### src/rtl/load_pkg.sv
// Shared definitions for the load alignment path: funct3 codes, FSM encoding
// and the per-XLEN funct3 legality check.
package load_pkg;

  localparam logic [2:0] LB  = 3'b000;
  localparam logic [2:0] LH  = 3'b001;
  localparam logic [2:0] LW  = 3'b010;
  localparam logic [2:0] LD  = 3'b011;
  localparam logic [2:0] LBU = 3'b100;
  localparam logic [2:0] LHU = 3'b101;
  localparam logic [2:0] LWU = 3'b110;

  typedef enum logic [2:0] {
    ST_IDLE  = 3'd0,
    ST_REQ0  = 3'd1,
    ST_WAIT0 = 3'd2,
    ST_REQ1  = 3'd3,
    ST_WAIT1 = 3'd4,
    ST_RESP  = 3'd5
  } state_e;

  // LD and LWU only exist on RV64.
  function automatic logic legal_funct3(input logic [2:0] funct3, input int unsigned xlen);
    case (funct3)
      LB, LH, LW, LBU, LHU: return 1'b1;
      LD, LWU:              return (xlen == 64);
      default:              return 1'b0;
    endcase
  endfunction

endpackage

### src/rtl/load_extend.sv
// Combinational shift-by-offset, size select and sign/zero extension of a
// two-word merge value. Shared with the store alignment path.
module load_extend #(
  parameter  int XLEN  = 32,
  localparam int NB    = XLEN / 8,
  localparam int OFS_W = $clog2(NB)
) (
  input  logic [2*XLEN-1:0] merged,
  input  logic [OFS_W-1:0]  offset,
  input  logic [2:0]        funct3,
  output logic [XLEN-1:0]   data
);

  logic [2*XLEN-1:0] shifted;
  logic [3:0]        nbytes;
  logic              top_bit;
  logic              fill;

  always_comb begin
    shifted = merged >> {offset, 3'b000};
    nbytes  = 4'd1 << funct3[1:0];
    case (funct3[1:0])
      2'b00:   top_bit = shifted[7];
      2'b01:   top_bit = shifted[15];
      2'b10:   top_bit = shifted[31];
      default: top_bit = shifted[63];
    endcase
    // funct3[2] marks the unsigned variants.
    fill = ~funct3[2] & top_bit;
    data = '0;
    for (int i = 0; i < XLEN; i++) begin
      data[i] = (i < 8 * int'(nbytes)) ? shifted[i] : fill;
    end
  end

endmodule

### src/rtl/load_align_unit.sv
// Load path stage: issues one or two aligned word reads per load, merges and
// extends the bytes, and hands the result to writeback.
module load_align_unit
  import load_pkg::*;
#(
  parameter  int XLEN   = 32,
  parameter  int ADDR_W = 32,
  localparam int NB     = XLEN / 8,
  localparam int OFS_W  = $clog2(NB)
) (
  input  logic              clk,
  input  logic              rst_n,
  input  logic              req_valid,
  output logic              req_ready,
  input  logic [ADDR_W-1:0] req_addr,
  input  logic [2:0]        req_funct3,
  output logic              mem_req_valid,
  input  logic              mem_req_ready,
  output logic [ADDR_W-1:0] mem_req_addr,
  input  logic              mem_rsp_valid,
  input  logic [XLEN-1:0]   mem_rsp_data,
  output logic              rsp_valid,
  input  logic              rsp_ready,
  output logic [XLEN-1:0]   rsp_data,
  output logic              rsp_split,
  output logic              rsp_err,
  output logic [2:0]        dbg_state
);

  // Handshakes: a transfer happens on a rising edge where valid && ready; a
  // valid, once raised, holds its payload stable until that edge and never
  // looks at its own ready.

  state_e            state_q, state_d;
  logic [ADDR_W-1:0] base_q;
  logic [OFS_W-1:0]  ofs_q;
  logic [2:0]        f3_q;
  logic              split_q;
  logic [XLEN-1:0]   word0_q;

  logic              accept;
  logic              req_legal;
  logic [OFS_W:0]    req_size;
  logic              req_split;
  logic              err_now;
  logic              resp_entry;
  logic [XLEN-1:0]   ext_w0, ext_w1, ext_data;

  assign accept    = req_valid & req_ready;
  assign req_legal = legal_funct3(req_funct3, XLEN);
  assign req_size  = (OFS_W+1)'(1) << req_funct3[1:0];
  assign req_split = ({1'b0, req_addr[OFS_W-1:0]} + req_size) > (OFS_W+1)'(NB);

  always_ff @(posedge clk or negedge rst_n) begin
    if (!rst_n) state_q <= ST_IDLE;
    else        state_q <= state_d;
  end

  always_comb begin
    state_d = state_q;
    case (state_q)
      ST_IDLE:  if (accept)        state_d = req_legal ? ST_REQ0 : ST_RESP;
      ST_REQ0:  if (mem_req_ready) state_d = ST_WAIT0;
      ST_WAIT0: if (mem_rsp_valid) state_d = split_q ? ST_REQ1 : ST_RESP;
      ST_REQ1:  if (mem_req_ready) state_d = ST_WAIT1;
      ST_WAIT1: if (mem_rsp_valid) state_d = ST_RESP;
      ST_RESP:  if (rsp_ready)     state_d = ST_IDLE;
      default:                     state_d = ST_IDLE;
    endcase
  end

  always_comb begin
    req_ready     = (state_q == ST_IDLE);
    mem_req_valid = (state_q == ST_REQ0) || (state_q == ST_REQ1);
    rsp_valid     = (state_q == ST_RESP);
    dbg_state     = state_q;
    case (state_q)
      ST_REQ0: mem_req_addr = base_q;
      ST_REQ1: mem_req_addr = base_q + ADDR_W'(NB);
      default: mem_req_addr = '0;
    endcase
  end

  // The arriving word feeds the merge directly so the result can be
  // registered on the same edge that enters RESP.
  assign ext_w0 = (state_q == ST_WAIT0) ? mem_rsp_data : word0_q;
  assign ext_w1 = (state_q == ST_WAIT1) ? mem_rsp_data : '0;

  load_extend #(.XLEN(XLEN)) u_extend (
    .merged (({ext_w1, ext_w0})),
    .offset (ofs_q),
    .funct3 (f3_q),
    .data   (ext_data)
  );

  // An illegal request jumps straight from IDLE, before err is latched.
  assign err_now    = (state_q == ST_IDLE) ? ~req_legal : 1'b0;
  assign resp_entry = (state_d == ST_RESP) && (state_q != ST_RESP);

  always_ff @(posedge clk or negedge rst_n) begin
    if (!rst_n) begin
      base_q    <= '0;
      ofs_q     <= '0;
      f3_q      <= '0;
      split_q   <= 1'b0;
      word0_q   <= '0;
      rsp_data  <= '0;
      rsp_split <= 1'b0;
      rsp_err   <= 1'b0;
    end else begin
      if (accept) begin
        base_q  <= {req_addr[ADDR_W-1:OFS_W], {OFS_W{1'b0}}};
        ofs_q   <= req_addr[OFS_W-1:0];
        f3_q    <= req_funct3;
        split_q <= req_split & req_legal;
      end
      if (state_q == ST_WAIT0 && mem_rsp_valid) word0_q <= mem_rsp_data;
      if (resp_entry) begin
        rsp_err   <= err_now;
        rsp_data  <= err_now ? '0 : ext_data;
        rsp_split <= err_now ? 1'b0 : split_q;
      end
    end
  end

endmodule

### config.mk
export PLATFORM = sky130hd
export DESIGN_NAME = load_align_unit
export DESIGN_NICKNAME = d
export VERILOG_FILES = /design/src/rtl/load_pkg.sv /design/src/rtl/load_extend.sv /design/src/rtl/load_align_unit.sv
export SDC_FILE = /design/constraint.sdc
export NUM_CORES = 1
export LEC_CHECK = 0
export ABC_AREA = 1
export ABC_CLOCK_PERIOD_IN_PS = 6300
export CORE_MARGIN = 5
export CORE_UTILIZATION = 55
export CTS_CLUSTER_DIAMETER = 30
export DETAILED_ROUTE_END_ITERATION = 7
export PLACE_DENSITY = 0.85
export SYNTH_ARGS = -nofsm -noshare
export SYNTH_HDL_FRONTEND = slang
export SYNTH_HIERARCHICAL = 1
export SYNTH_SLANG_ARGS = --single-unit
### constraint.sdc
create_clock -name clk -period 6.3 [get_ports clk]
set_clock_uncertainty 0.15 [all_clocks]
set_input_delay 0.945 -clock clk [delete_from_list [all_inputs] [get_ports clk]]
set_output_delay 0.945 -clock clk [all_outputs]
set_load 0.005 [all_outputs]
==> results.py <==
metrics = {
    "outcome": {
        "outcome": "completed",
    },
    "sta": {
        "setup_viol_count_final": 0,
        "tightest_slew_ps": 1240,
        "slew_headroom": 0.176,
        "grt_setup_unrepaired": "no",
        "timing.setup.tns_ps": 0,
        "final.period_utilization": 0.638,
        "fmax_mhz": 249,
        "drv_slew": 0,
        "period_minus_slack_ps": 4020,
        "final_hold_viol_count": 0,
    },
    "worst_hold_path": {
        "min_path_type": "reg2reg",
    },
    "critical_path": {
        "critPathMaxFanout": 16,
        "end_kind": "primary output",
        "cp_common_cell": "inv_1",
        "crit_chain": "inv_1, nor2_2, inv_1, nor2_2, inv_1, o21ai_0, clkdlybuf4s50_1",
        "cp_slowest_stage_delay_ps": 550,
        "cp.arrival_ps": 2920,
        "cp-start-kind": "register",
        "critical_path_class": "reg2out",
        "cp_slowest_cell": "clkdlybuf4s50_1",
        "cp.required_ps": 5200,
    },
    "route": {
        "route.detailed.drc": 0,
        "vias_per_cell": 5.43,
        "antenna_left": 0,
        "wl_mm": 22.0,
        "first_iter_violations": 922,
        "vias": 7619,
        "wl_per_cell_um": 15.7,
        "dr.pass1.iters": 8,
    },
    "floorplanning": {
        "die_y_um": 124,
        "start_util": 0.563,
        "rows": 41,
        "ios": 145,
        "coreArea_mm2": 0.0127,
        "fp.dieW_um": 124,
        "dieArea_mm2": 0.0154,
    },
    "clock_tree": {
        "htreeDepth": 3,
        "post_cts_buffers": 0,
        "clk_latency_ps": 360,
        "cts_tree": "yes",
        "cts_root_buf": "clkbuf_16",
        "cts_resized": 0,
        "cts.clk_slew.worst_paths_ps": 70,
        "hold_buffers": 0,
        "numCtsBuffers": 9,
        "cts_max_path_buffers": 2,
        "clkSinkCount": 105,
    },
    "finish": {
        "diodes": 0,
        "syn2layout_area_growth_pct": 23.0,
        "final_nets": 1303,
        "drive_gt1_frac": 0.0439,
        "fillers": 1156,
    },
    "flow_run": {
        "max-cap-violations": 0,
    },
    "placed_design": {
        "dp_hpwl_mm": 16.2,
        "portBuffers": 142,
        "routabilityCongestion": 0.956,
    },
    "power_and_ir_drop": {
        "leakagePower_uw": 0.00426,
        "max-vdd-ir-drop_v": 0.000252,
        "finalPower_uw": 4260,
        "p_per_area_mw_per_mm2": 485,
    },
    "synth": {
        "synth.avg_cell_area_um2": 6.33,
        "synth_area_mm2": 0.00714,
        "syn_inst": 1128,
        "yosysWarnings": 6,
    },
    "global_routing": {
        "overflow": 0,
        "grt_max_degree": 78,
        "antenna_found_initial": 0,
        "grt_pass1_wl_mm": 35.1,
        "grt_usage": 0.293,
        "grt_pass1_vias": 6807,
    },
}
[worst paths after layout]
| kind | from | end | slack [ps] | cells past startpoint |
|---|---|---|---|---|
| worst max register to register | dbg_state[1] | rsp_data[31] | 2880 | 15 |
| min in group asynchronous | rst_n | word0_q[29] | 350 | 1 |
| worst min register to register | rsp_data[11] | rsp_data[11] | 320 | 2 |
| worst max-delay path | dbg_state[0] | mem_req_addr[17] | 2280 | 7 |
| worst min-delay path | rsp_data[11] | rsp_data[11] | 320 | 2 |
| max in group asynchronous | rst_n | rsp_data[26] | 4340 | 2 |
[sequential cells by signal, summed over array words and instances (netlist names)]
| signal | count |
|---|---|
| dbg_state | 3 |
| ofs_q | 2 |
| word0_q | 32 |
| split_q | 1 |
| rsp_err | 1 |
| rsp_data | 32 |
| base_q | 30 |
| rsp_split | 1 |
| f3_q | 3 |
[metrics by stage]
stage	instances	cell area (um2)	util	hold WS (ps)	setup slack [ps]
after global placement	1388	8500	0.671	306	2870
after global routing	1403	8780	0.693	352	2060
after CTS	1403	8780	0.693	326	2340
final	1403	8780	0.693	323	2280
after detailed placement	1388	8500	0.671	308	2740
after floorplan	1129	7140	-	299	3820
[metal layers]
| metal | vias up | global-route usage | share of wire |
|---|---|---|---|
| met3 | 30 | 0.0645 | 0.098 |
| met4 | 0 | 0.0773 | 0.018 |
| met1 | 3488 | 0.430 | 0.44 |
| li1 | 3746 | - | - |
| met2 | 355 | 0.438 | 0.44 |
| met5 | - | 0 | 0 |
[worst max-delay path: cells and delay by family, from the launching register on]
| family | cells | cell delay, ps |
|---|---|---|
| flip-flops | 1 | 460 |
| buffers and inverters | 4 | 1060 |
| AO/OA/AOI/OAI | 1 | 260 |
| AND/OR/NAND/NOR | 2 | 800 |
[final cells by class]
class                      count  area [um2]  share of cell area
clock buffer                   9         225              0.0256
clock inverter                 6        52.6             0.00598
inverter                     126         475              0.0541
multi-input combinational    837        3720               0.424
sequential                   105        2630               0.299
tap                          172         215              0.0245
timing repair buffer         148        1460               0.167
[cells in the final DEF, fill, tap and decap left out, types with 2 or more instances in the layout]
cell / instances
a22oi_1: 7
dfrtp_1: 105
clkinv_4: 2
o22ai_1: 4
nor3b_1: 2
nor2_1: 122
clkinvlp_4: 2
a21oi_1: 42
ha_1: 2
inv_1: 121
nand2_1: 386
buf_4: 7
clkbuf_16: 9
inv_2: 4
nor2_4: 2
nand3_4: 2
or2_2: 2
clkdlybuf4s50_1: 141
nor2_2: 5
nand4_1: 3
o21ai_0: 137
nand2_2: 12
nand3_2: 3
conb_1: 2
o211ai_1: 3
nand3_1: 92
[power by group]
group / total, uW / switching, uW / internal, uW
Combinational: 2480 / 1550 / 927
Sequential: 1240 / 279 / 961
Clock: 541 / 269 / 272
Note: power is estimated with default switching activity, not from simulation.
